**config.mk**
```make
export PLATFORM = sky130hd
export DESIGN_NAME = div_share_arbiter
export DESIGN_NICKNAME = d
export VERILOG_FILES = /design/src/rtl/div_share_arbiter.sv
export SDC_FILE = /design/constraint.sdc
export NUM_CORES = 1
export LEC_CHECK = 0
export ABC_AREA = 1
export CAP_MARGIN = 25
export CORE_ASPECT_RATIO = 0.8
export CORE_MARGIN = 5
export CORE_UTILIZATION = 46
export CTS_BUF_LIST = sky130_fd_sc_hd__clkbuf_2
export DETAILED_ROUTE_END_ITERATION = 12
export PLACE_DENSITY = 0.89
export REMOVE_ABC_BUFFERS = 1
export SETUP_SLACK_MARGIN = 0.4
export SLEW_MARGIN = 20
export SYNTH_ARGS = -nofsm -noshare
export SYNTH_HDL_FRONTEND = slang
export SYNTH_SLANG_ARGS = --single-unit
```
**constraint.sdc**
```tcl
create_clock -name clk -period 7.8 [get_ports clk]
set_input_delay 1.95 -clock clk [delete_from_list [all_inputs] [get_ports clk]]
set_output_delay 1.95 -clock clk [all_outputs]
set_load 0.005 [all_outputs]
```
**src/rtl/div_share_arbiter.sv**
```systemverilog
// Time-shares one iterative divider core between NREQ requesters.
// A round-robin grant picks a requester in IDLE; its operands are latched and
// held on the core inputs while the core runs. The result (or a divide-by-zero
// or timeout error) comes back over a per-requester valid/ready handshake.
module div_share_arbiter #(
   parameter int WIDTH   = 16,
   parameter int NREQ    = 4,
   parameter int TIMEOUT = 64
) (
   input  logic                  clk,
   input  logic                  rst,
   input  logic [NREQ-1:0]       req_valid,
   output logic [NREQ-1:0]       req_ready,
   input  logic [NREQ*WIDTH-1:0] req_dividend,
   input  logic [NREQ*WIDTH-1:0] req_divisor,
   output logic [NREQ-1:0]       rsp_valid,
   input  logic [NREQ-1:0]       rsp_ready,
   output logic [WIDTH-1:0]      rsp_quotient,
   output logic [WIDTH-1:0]      rsp_remainder,
   output logic                  rsp_err,
   output logic                  div_start,
   output logic [WIDTH-1:0]      div_dividend,
   output logic [WIDTH-1:0]      div_divisor,
   input  logic [WIDTH-1:0]      div_quotient,
   input  logic [WIDTH-1:0]      div_remainder,
   input  logic                  div_done
);

   localparam int IDXW = (NREQ > 1) ? $clog2(NREQ) : 1;
   localparam int TW   = $clog2(TIMEOUT + 1);

   typedef enum logic [1:0] {IDLE, ISSUE, WAIT, RESP} stateT;

   stateT            state;
   stateT            nextState;
   logic [IDXW-1:0]  gntIdx;
   logic [IDXW-1:0]  rrPtr;
   logic [WIDTH-1:0] opDividend;
   logic [WIDTH-1:0] opDivisor;
   logic [WIDTH-1:0] resQuot;
   logic [WIDTH-1:0] resRem;
   logic             resErr;
   logic [TW-1:0]    timer;
   logic             timerExpired;
   logic             grantFound;
   logic [IDXW-1:0]  grantSel;
   logic [IDXW:0]    probe;
   logic [WIDTH-1:0] dividendArr [NREQ];
   logic [WIDTH-1:0] divisorArr  [NREQ];
   logic [WIDTH-1:0] selDividend;
   logic [WIDTH-1:0] selDivisor;

   // Unpack the flat operand buses so the granted requester can be selected by index.
   for (genvar g = 0; g < NREQ; g++) begin : gUnpack
      assign dividendArr[g] = req_dividend[g*WIDTH +: WIDTH];
      assign divisorArr[g]  = req_divisor[g*WIDTH +: WIDTH];
   end

   assign selDividend  = dividendArr[grantSel];
   assign selDivisor   = divisorArr[grantSel];
   assign timerExpired = (timer == TW'(TIMEOUT - 1));

   assign div_dividend  = opDividend;
   assign div_divisor   = opDivisor;
   assign rsp_quotient  = resQuot;
   assign rsp_remainder = resRem;
   assign rsp_err       = resErr;

   // Round-robin search: the first valid requester at or after rrPtr, wrapping modulo NREQ.
   always_comb begin
      grantFound = 1'b0;
      grantSel   = '0;
      probe      = '0;
      for (int k = 0; k < NREQ; k++) begin
         probe = {1'b0, rrPtr} + (IDXW+1)'(k);
         if (probe >= (IDXW+1)'(NREQ)) begin
            probe = probe - (IDXW+1)'(NREQ);
         end
         if (!grantFound && req_valid[probe[IDXW-1:0]]) begin
            grantFound = 1'b1;
            grantSel   = probe[IDXW-1:0];
         end
      end
   end

   // State register; reset drops any in-flight transaction without a response.
   always_ff @(posedge clk or posedge rst) begin
      if (rst) begin
         state <= IDLE;
      end else begin
         state <= nextState;
      end
   end

   // Next-state and handshake outputs; req_ready is only ever raised in IDLE and never during reset.
   always_comb begin
      nextState = state;
      req_ready = '0;
      rsp_valid = '0;
      div_start = 1'b0;
      case (state)
         IDLE: begin
            if (grantFound && !rst) begin
               req_ready[grantSel] = 1'b1;
               nextState = (selDivisor == '0) ? RESP : ISSUE;
            end
         end
         ISSUE: begin
            div_start = 1'b1;
            nextState = WAIT;
         end
         WAIT: begin
            if (div_done || timerExpired) begin
               nextState = RESP;
            end
         end
         RESP: begin
            rsp_valid[gntIdx] = 1'b1;
            if (rsp_ready[gntIdx]) begin
               nextState = IDLE;
            end
         end
         default: nextState = IDLE;
      endcase
   end

   // Datapath: latch operands on accept, run the watchdog in WAIT, capture results
   // (done wins over a same-cycle timeout), and advance the round-robin pointer on handshake.
   always_ff @(posedge clk or posedge rst) begin
      if (rst) begin
         gntIdx     <= '0;
         rrPtr      <= '0;
         opDividend <= '0;
         opDivisor  <= '0;
         resQuot    <= '0;
         resRem     <= '0;
         resErr     <= 1'b0;
         timer      <= '0;
      end else begin
         case (state)
            IDLE: begin
               if (grantFound) begin
                  gntIdx     <= grantSel;
                  opDividend <= selDividend;
                  opDivisor  <= selDivisor;
                  if (selDivisor == '0) begin
                     resQuot <= '1;
                     resRem  <= selDividend;
                     resErr  <= 1'b1;
                  end
               end
            end
            ISSUE: begin
               timer <= '0;
            end
            WAIT: begin
               timer <= timer + 1'b1;
               if (div_done) begin
                  resQuot <= div_quotient;
                  resRem  <= div_remainder;
                  resErr  <= 1'b0;
               end else if (timerExpired) begin
                  resQuot <= '0;
                  resRem  <= '0;
                  resErr  <= 1'b1;
               end
            end
            RESP: begin
               if (rsp_ready[gntIdx]) begin
                  rrPtr <= (gntIdx == IDXW'(NREQ - 1)) ? '0 : gntIdx + 1'b1;
               end
            end
            default: ;
         endcase
      end
   end

endmodule

```
# == Yosys cells after proc, flatten, opt, wreduce, memory -nomap -nowiden ==
# Cells that the tools add are included.
# word_totals
memories,0
word_cells,119
regBits,78
ram_bits,0
in_bits,171
romBits,0
latchBits,0
out_inout_bits,74
# op_classes
reduce_logical,19
n_addsub,9
order_cmp,13
n_mul,0
div_mod_pow,0
n_eq_ne,11
n_bitwise,1
shifts,0
mux,57
# op_table
cell,n
16-bit two-way mux,11
16-bit binary-select mux with 2-bit select,2
16-bit case mux with 2 select lines,2
2-bit two-way mux,13
"2-bit by 3-bit < comparator with 1-bit output, second input constant",6
16-bit logical NOT,1
1-bit two-way mux,16
7-bit case mux with 2 select lines,1
"3-bit >= comparator, second input constant",4
4-bit two-way mux,3
1-bit binary-select mux with 2-bit select,5
"2-bit != test, second input constant",5
2-bit case mux with 4 select lines,1
"2-bit by 1-bit subtractor with 2-bit output, second input constant",4
"7-bit by 1-bit adder with 7-bit output, second input constant",1
"7-bit by 6-bit == test with 1-bit output, second input constant",1
"2-bit by 2-bit adder with 3-bit output, second input constant",2
"2-bit == test, second input constant",3
1-bit logical AND,6
1-bit demux with 2-bit select,2
"2-bit by 1-bit >= comparator with 1-bit output, second input constant",2
1-bit logical NOT,4
2-bit AND reduction,2
4-bit AND reduction,1
other kinds (11),12

# == Longest topological paths before layout ==
# Gate-level depths: netlist of run 1.
# depth
depth_word,22
ltp_mapped,25
depth_no_buf,22

# == Least setup slack after synthesis of run 1 ==
# No wires, ideal clock.
# synth_path
path_kind,input port to output port
from,input rst
to,output req_ready[1]
arrival_time_ns,4.202
required_time_ns,5.850
path_slack_ns,1.648
stages,3
cell_sequence,inv_1 nand2_1 nor3_1
# synth_between
elab_chain_len,4
# synth_lines
item,line_no,text
"start, declared",11,"input logic rst,"
1-bit logical NOT (no line),n/a,
1-bit logical AND,103,if (grantFound && !rst) begin
4-bit two-way mux,103,
4-bit two-way mux,101,case (state)
"end, declared",13,"output logic [NREQ-1:0] req_ready,"
# No other way between the ends.

# == Final worst setup path of run 1 ==
# layout_path
from,input req_valid[3]
to,output req_ready[2]
# layout_between
elab_chain_len,18
elab_cells_between_ends,30
classes_between,order compare: 2; mux: 20; reduce/logical: 8
# layout_lines
item,line_no,text
"start, declared",12,"input logic [NREQ-1:0] req_valid,"
1-bit binary-select mux with 2-bit select,79,if (!grantFound && req_valid[probe[IDXW-1:0]]) begin
1-bit two-way mux (implied by the code),79,
1-bit two-way mux,79,
1-bit logical NOT,79,
1-bit logical AND,79,
1-bit two-way mux,79,
1-bit logical NOT,79,
1-bit logical AND,79,
[... 2 more ...],n/a,
1-bit logical AND,79,
2-bit two-way mux,79,
2-bit by 3-bit < comparator with 1-bit output (implied by the code) or 2-bit by 1-bit >= comparator with 1-bit output (tied branches),104,req_ready[grantSel] = 1'b1;
1-bit logical AND (implied by the code),104,
1-bit two-way mux (implied by the code),104,
1-bit demux with 2-bit select,104,
4-bit two-way mux (*),103,
4-bit two-way mux (*),101,
# Every way passes the cells marked *; elsewhere a longest branch is shown, timed or not. The select of a mux whose other input is x is not followed.

==> impl_metrics.yaml, run 1 <==
global_route:
  antenna_found_initial: 0
  grt_pass1_vias: 5746
  grt_max_degree: 80
  grt_pass1_wl_um: 28700
  track_usage_pct: 26.6
  grt-ovfl-total: 0
worst_setup_path:
  startpoint_type: "primary input"
  reg2regPathDepth: 22
  r2r-end: "rsp_quotient[14]"
  timing.rr.start: "rrPtr[0]"
  cp_max_fo: 39
  worstPathRequired_ps: 5850
  end_kind: "primary output"
  worstSetupPathType: "in -> out"
  critical_path_arrival_ps: 4850
  r2r_setup_slack_ps: 3760
synthesis:
  yosys.area.top_type_share_pct: 38.4
  ys_types: 32
  synth_edf_count: 0
  ys.flop_type: "dfrtp_1"
  syn_area_sq_mm: 0.00508
  synth_top_area_cell: "dfrtp_1"
  syn_inst: 773
  yosys.cell_count.top_type: "nand2_1"
  ys_seq_area_share_pct: 38.4
  syn_avg_cell_area_sq_um: 6.57
  synth_commonest_cells: "398 x nand2_1, 78 x dfrtp_1, 76 x nand3_1"
  synthTopCellsByArea: "dfrtp_1 38%, nand2_1 29%, nand3_1 7.5%"
  synth_seq_cells: 78
  synth-async-reset-ratio_pct: 100
  synth_warnings: 0
power_and_ir_drop:
  power.leakage_nw: 3.77
  power.density_mw_per_mm2: 479
  ir_worst_vdd_mv: 0.227
cells_and_area:
  diodes: 0
  final_nets: 1173
  finish.utilization_pct: 70.9
  final_cells: 1141
  area_growth_pct: 51.4
  nFillCells: 866
  drive_gt1_share_pct: 4.01
  multi_input_area_sq_mm: 0.00277
  register_area_sq_mm: 0.00195
timing:
  whs_ps: 498
  setup_viol: 0
  setup_tns_ps: 0
  period_share_pct: 87.1
  slew_violations: 0
  setup_ws_ps: 1000
  tightest_slew_ps: 884
  skew_ps: 42.2
  slew_headroom_pct: 41.0
  fmax_mhz: 147
  hold_viol_final: 0
  rsz0062_at_grt: "no"
  period_needed_ps: 6800
placed_design:
  gp_congestion: 0.940
  dp_hpwl_um: 13600
  dp_cells: 1125
  dp_slack_ps: 1050
  port_buffers: 244
clocking:
  cts.repair.resized: 0
  h-tree-depth: 3
  cts_sinks: 78
  clk_latency_ps: 550
  cts_setup_buffers: 0
  cts_tree: "built"
  path_clk_slew_ps: 190
  ctsLongestPathBuffers: 2
  root_buffer: "clkbuf_2"
  numCtsBuffers: 9
  cts_hold_buf: 0
routing:
  wl_per_cell_um: 16.1
  finalWirelength_um: 18400
  first_iter_violations: 564
  drtPass1Iterations: 5
  drt-vias-per-instance: 5.26
  drc_errors: 0
  ant_nets: 0
  vias: 5997
die:
  num_rows: 34
  die_h_um: 104
  die_width_um: 127
  core_sq_mm: 0.0108
  start_util_pct: 46.8
  ios: 245
  die_area_sq_mm: 0.0133
hold_path:
  worstHoldPathCells: 2
  hold_path_class: "reg -> reg"
  holdPathEnd: "rsp_quotient[6]"
  hold_path.startpoint: "rsp_quotient[6]"
run:
  maxCapViolations: 0
outcome:
  outcome: "finished, final reports clean"
-- metal layers --
metal	vias up	part of all wire, %	global-route usage (%)
met5	-	0	0
met4	0	2.3	7.27
met3	33	9.6	7.03
met2	304	49	45.8
met1	2735	40	32.8
li1	2925	-	-
-- area by class of cell --
class                   count  area share [%]
inverters                  34            1.74
multi-input cells         616            36.0
clock inverters             7            1.25
repair buffers            253            32.7
flip-flops and latches     78            25.4
clock buffers               9           0.586
well taps                 144            2.34
-- cells by family (layout without fill, tap and decap cells) --
group                      count (synthesis)  after routing  synth area share [%]
and+or+nand+nor                          558            558                  45.9
adders and majority gates                 10             10                  2.46
AOI/OAI and AO/OA                         48             48                  6.11
DFF                                       78             78                  38.4
buffers and inverters                     79            303                  7.05
-- worst max path at each step --
stage | from | endpoint | slack [ps] | cells after the start
2_1_floorplan | req_valid[1] | req_ready[1] | 1640 | 10
3_3_place_gp | req_valid[3] | req_ready[2] | 1160 | 12
6_report | req_valid[3] | req_ready[2] | 1000 | 12
4_1_cts | req_valid[3] | req_ready[2] | 1030 | 12
5_1_grt | req_valid[1] | req_ready[2] | 790 | 12
3_5_place_dp | req_valid[3] | req_ready[2] | 1050 | 12
-- metrics by stage --
step	instance area (sq um)	total power, mW
global placement	7540	3.35
detailed placement	7540	3.41
global route	7690	4.04
finish	7690	3.69
floorplan	4850	2.34
CTS	7690	3.68
-- power breakdown --
part           internal, mW  switching, mW
Clock                 0.107          0.152
Combinational          1.01           1.70
Sequential            0.603          0.119
Total                  1.72           1.97
-- layout by cell type, fill, tap and decap left out, drive strengths merged, types with 7 or more instances in the layout --
cell type and n:
nand2 403, clkdlybuf4s50 244, nand3 79, dfrtp 78, nor2 40, inv 33, nand4 26, a22oi 16
a31oi 15, ha 10, clkbuf 9, buf 9, a21oi 7, nor3 7
-- worst max-delay path: stages --
cell             delay [ps]
clkdlybuf4s50_1         420
inv_1                    80
nand2_1                  70
nand3_1                 150
nand2_2                  90
inv_1                    90
nand3_2                 440
nand3_2                 220
buf_4                   380
inv_2                   190
nor3_1                  220
clkdlybuf4s50_1         540
-- registers in the layout, summed over array words and instances, names as in the netlist --
name	cells
state	2
div_dividend	16
rrPtr	2
gntIdx	2
div_divisor	16
timer	7
rsp_remainder	16
rsp_err	1
rsp_quotient	16
Note: power is estimated with default switching activity, not from simulation.
==> run 2, diff against run 1 <==
--- a/config.mk
+++ b/config.mk
@@ -12,6 +12,7 @@
 export CORE_UTILIZATION = 46
 export CTS_BUF_LIST = sky130_fd_sc_hd__clkbuf_2
 export DETAILED_ROUTE_END_ITERATION = 12
+export GPL_TIMING_DRIVEN = 0
 export PLACE_DENSITY = 0.89
 export REMOVE_ABC_BUFFERS = 1
 export SETUP_SLACK_MARGIN = 0.4
==> impl_metrics.yaml, run 2 (synthesis results as in run 1) <==
clocking:
  path_clk_slew_ps: 190
  ctsLongestPathBuffers: 2
  clk_latency_ps: 520
  root_buffer: "clkbuf_2"
  h-tree-depth: 3
  cts_sinks: 78
  cts_tree: "built"
  numCtsBuffers: 9
  cts_hold_buf: 0
routing:
  drc_errors: 0
  wl_per_cell_um: 16.3
  drtPass1Iterations: 5
  routed.top_layer: "met4"
  first_iter_violations: 548
  drt-met1-wl_um: 7230
  route.met3.wl_um: 1770
  route.met2.wl_um: 9100
  finalWirelength_um: 18500
  ant_nets: 0
  drt-vias-per-instance: 5.31
  vias: 6011
worst_setup_path:
  worstPathRequired_ps: 5850
  max_stage_delay_ps: 760
  critical_path_arrival_ps: 5180
  cp_slowest_cell: "nand3_2"
  crit_chain: "clkdlybuf4s50_1, inv_1, nand2_1, nand3_1, nand2_2, inv_1, nand2_1, nand2_2, nand3_2, inv_2, nor3_1, clkdlybuf4s50_1"
  startpoint_type: "primary input"
  end_kind: "primary output"
  cp_max_fo: 39
  worstSetupPathType: "in -> out"
  r2r_setup_slack_ps: 3330
global_route:
  antenna_found_initial: 0
  grt_max_degree: 48
  track_usage_pct: 26.9
  grt-ovfl-total: 0
  grt_pass1_vias: 5743
  grt_pass1_wl_um: 28800
cells_and_area:
  final_nets: 1166
  finish.utilization_pct: 70.6
  final_cells: 1133
  final_common_cell: "nand2_1"
  nFillCells: 924
  area_growth_pct: 50.7
  fin_area_sq_mm: 0.00765
  drive_gt1_share_pct: 3.94
  diodes: 0
  final_cell_mix: "397 x nand2_1, 243 x clkdlybuf4s50_1, 78 x dfrtp_1"
timing:
  setup_ws_ps: 674
  period_needed_ps: 7130
  tightest_slew_ps: 942
  slew_violations: 0
  slew_headroom_pct: 37.1
  fmax_mhz: 140
  skew_ps: 36.6
  setup_viol: 0
  rsz0062_at_grt: "no"
  period_share_pct: 91.4
  hold_viol_final: 0
placed_design:
  dp_hpwl_um: 13500
  dp_cells: 1118
  place_area_sq_mm: 0.00754
  port_buffers: 244
  gp_congestion: 0.837
  dp_slack_ps: 234
power_and_ir_drop:
  power.leakage_nw: 3.73
  ir_worst_vdd_mv: 0.249
  power.density_mw_per_mm2: 480
hold_path:
  hold_path_class: "reg -> reg"
die:
  start_util_pct: 46.8
  num_rows: 34
  core_sq_mm: 0.0108
  die_width_um: 127
  die_h_um: 104
  ios: 245
  die_area_sq_mm: 0.0133
outcome:
  outcome: "finished, final reports clean"
run:
  maxCapViolations: 0
[run 2: layer usage]
| metal | track usage (%) | vias up |
|---|---|---|
| li1 | - | 2910 |
| met1 | 32.3 | 2801 |
| met2 | 46.9 | 266 |
| met3 | 7.49 | 34 |
| met4 | 7.50 | 0 |
| met5 | 0 | - |
[run 2: final timing paths]
path / start / to / cells after the start
setup / recovery: req_valid[3] / req_ready[2] / 12
hold / removal: rsp_remainder[6] / rsp_remainder[6] / 2
setup reg to reg: rrPtr[0] / rsp_quotient[3] / 21
hold reg to reg: rsp_remainder[6] / rsp_remainder[6] / 2
max in group asynchronous: rst / timer[6] / 3
min in group asynchronous: rst / rsp_quotient[1] / 2
[run 2: layout make-up]
cell class	count	area, sq um	share of cell area (%)
Multi-Input combinational cell	616	2790	36.4
Tap cell	144	180	2.35
Timing Repair Buffer	246	2490	32.6
Clock buffer	9	45.0	0.588
Clock inverter	6	63.8	0.834
Inverter	34	136	1.78
Sequential cell	78	1950	25.5
[run 2: what timing repair did]
item | in CTS | in global routing
setup buffers | 0 | 0
endpoints found under the hold margin | 0 | 0
setup endpoints to repair | 4 | 3
pin swaps | 0 | 0
gates resized for setup | 1 | 2
[run 2: metrics by stage]
step	hold WS, ps	TNS, ps	total power [mW]
global placement	453	-1790	3.34
global route	525	0	4.04
finish	499	0	3.67
CTS	498	0	3.67
floorplan	465	0	2.34
detailed placement	458	0	3.44
[run 2: worst max-delay path, delay by kind of cell]
kind,cells,cell delay (ps)
buffers and inverters,5,1570
AND/OR/NAND/NOR,7,1600
[run 2: where the power goes]
group	switching [mW]	leakage [nW]	internal [mW]
clock network	0.153	0.0637	0.0715
logic	1.73	2.71	1.00
registers	0.115	0.954	0.602
total	2.00	3.73	1.67
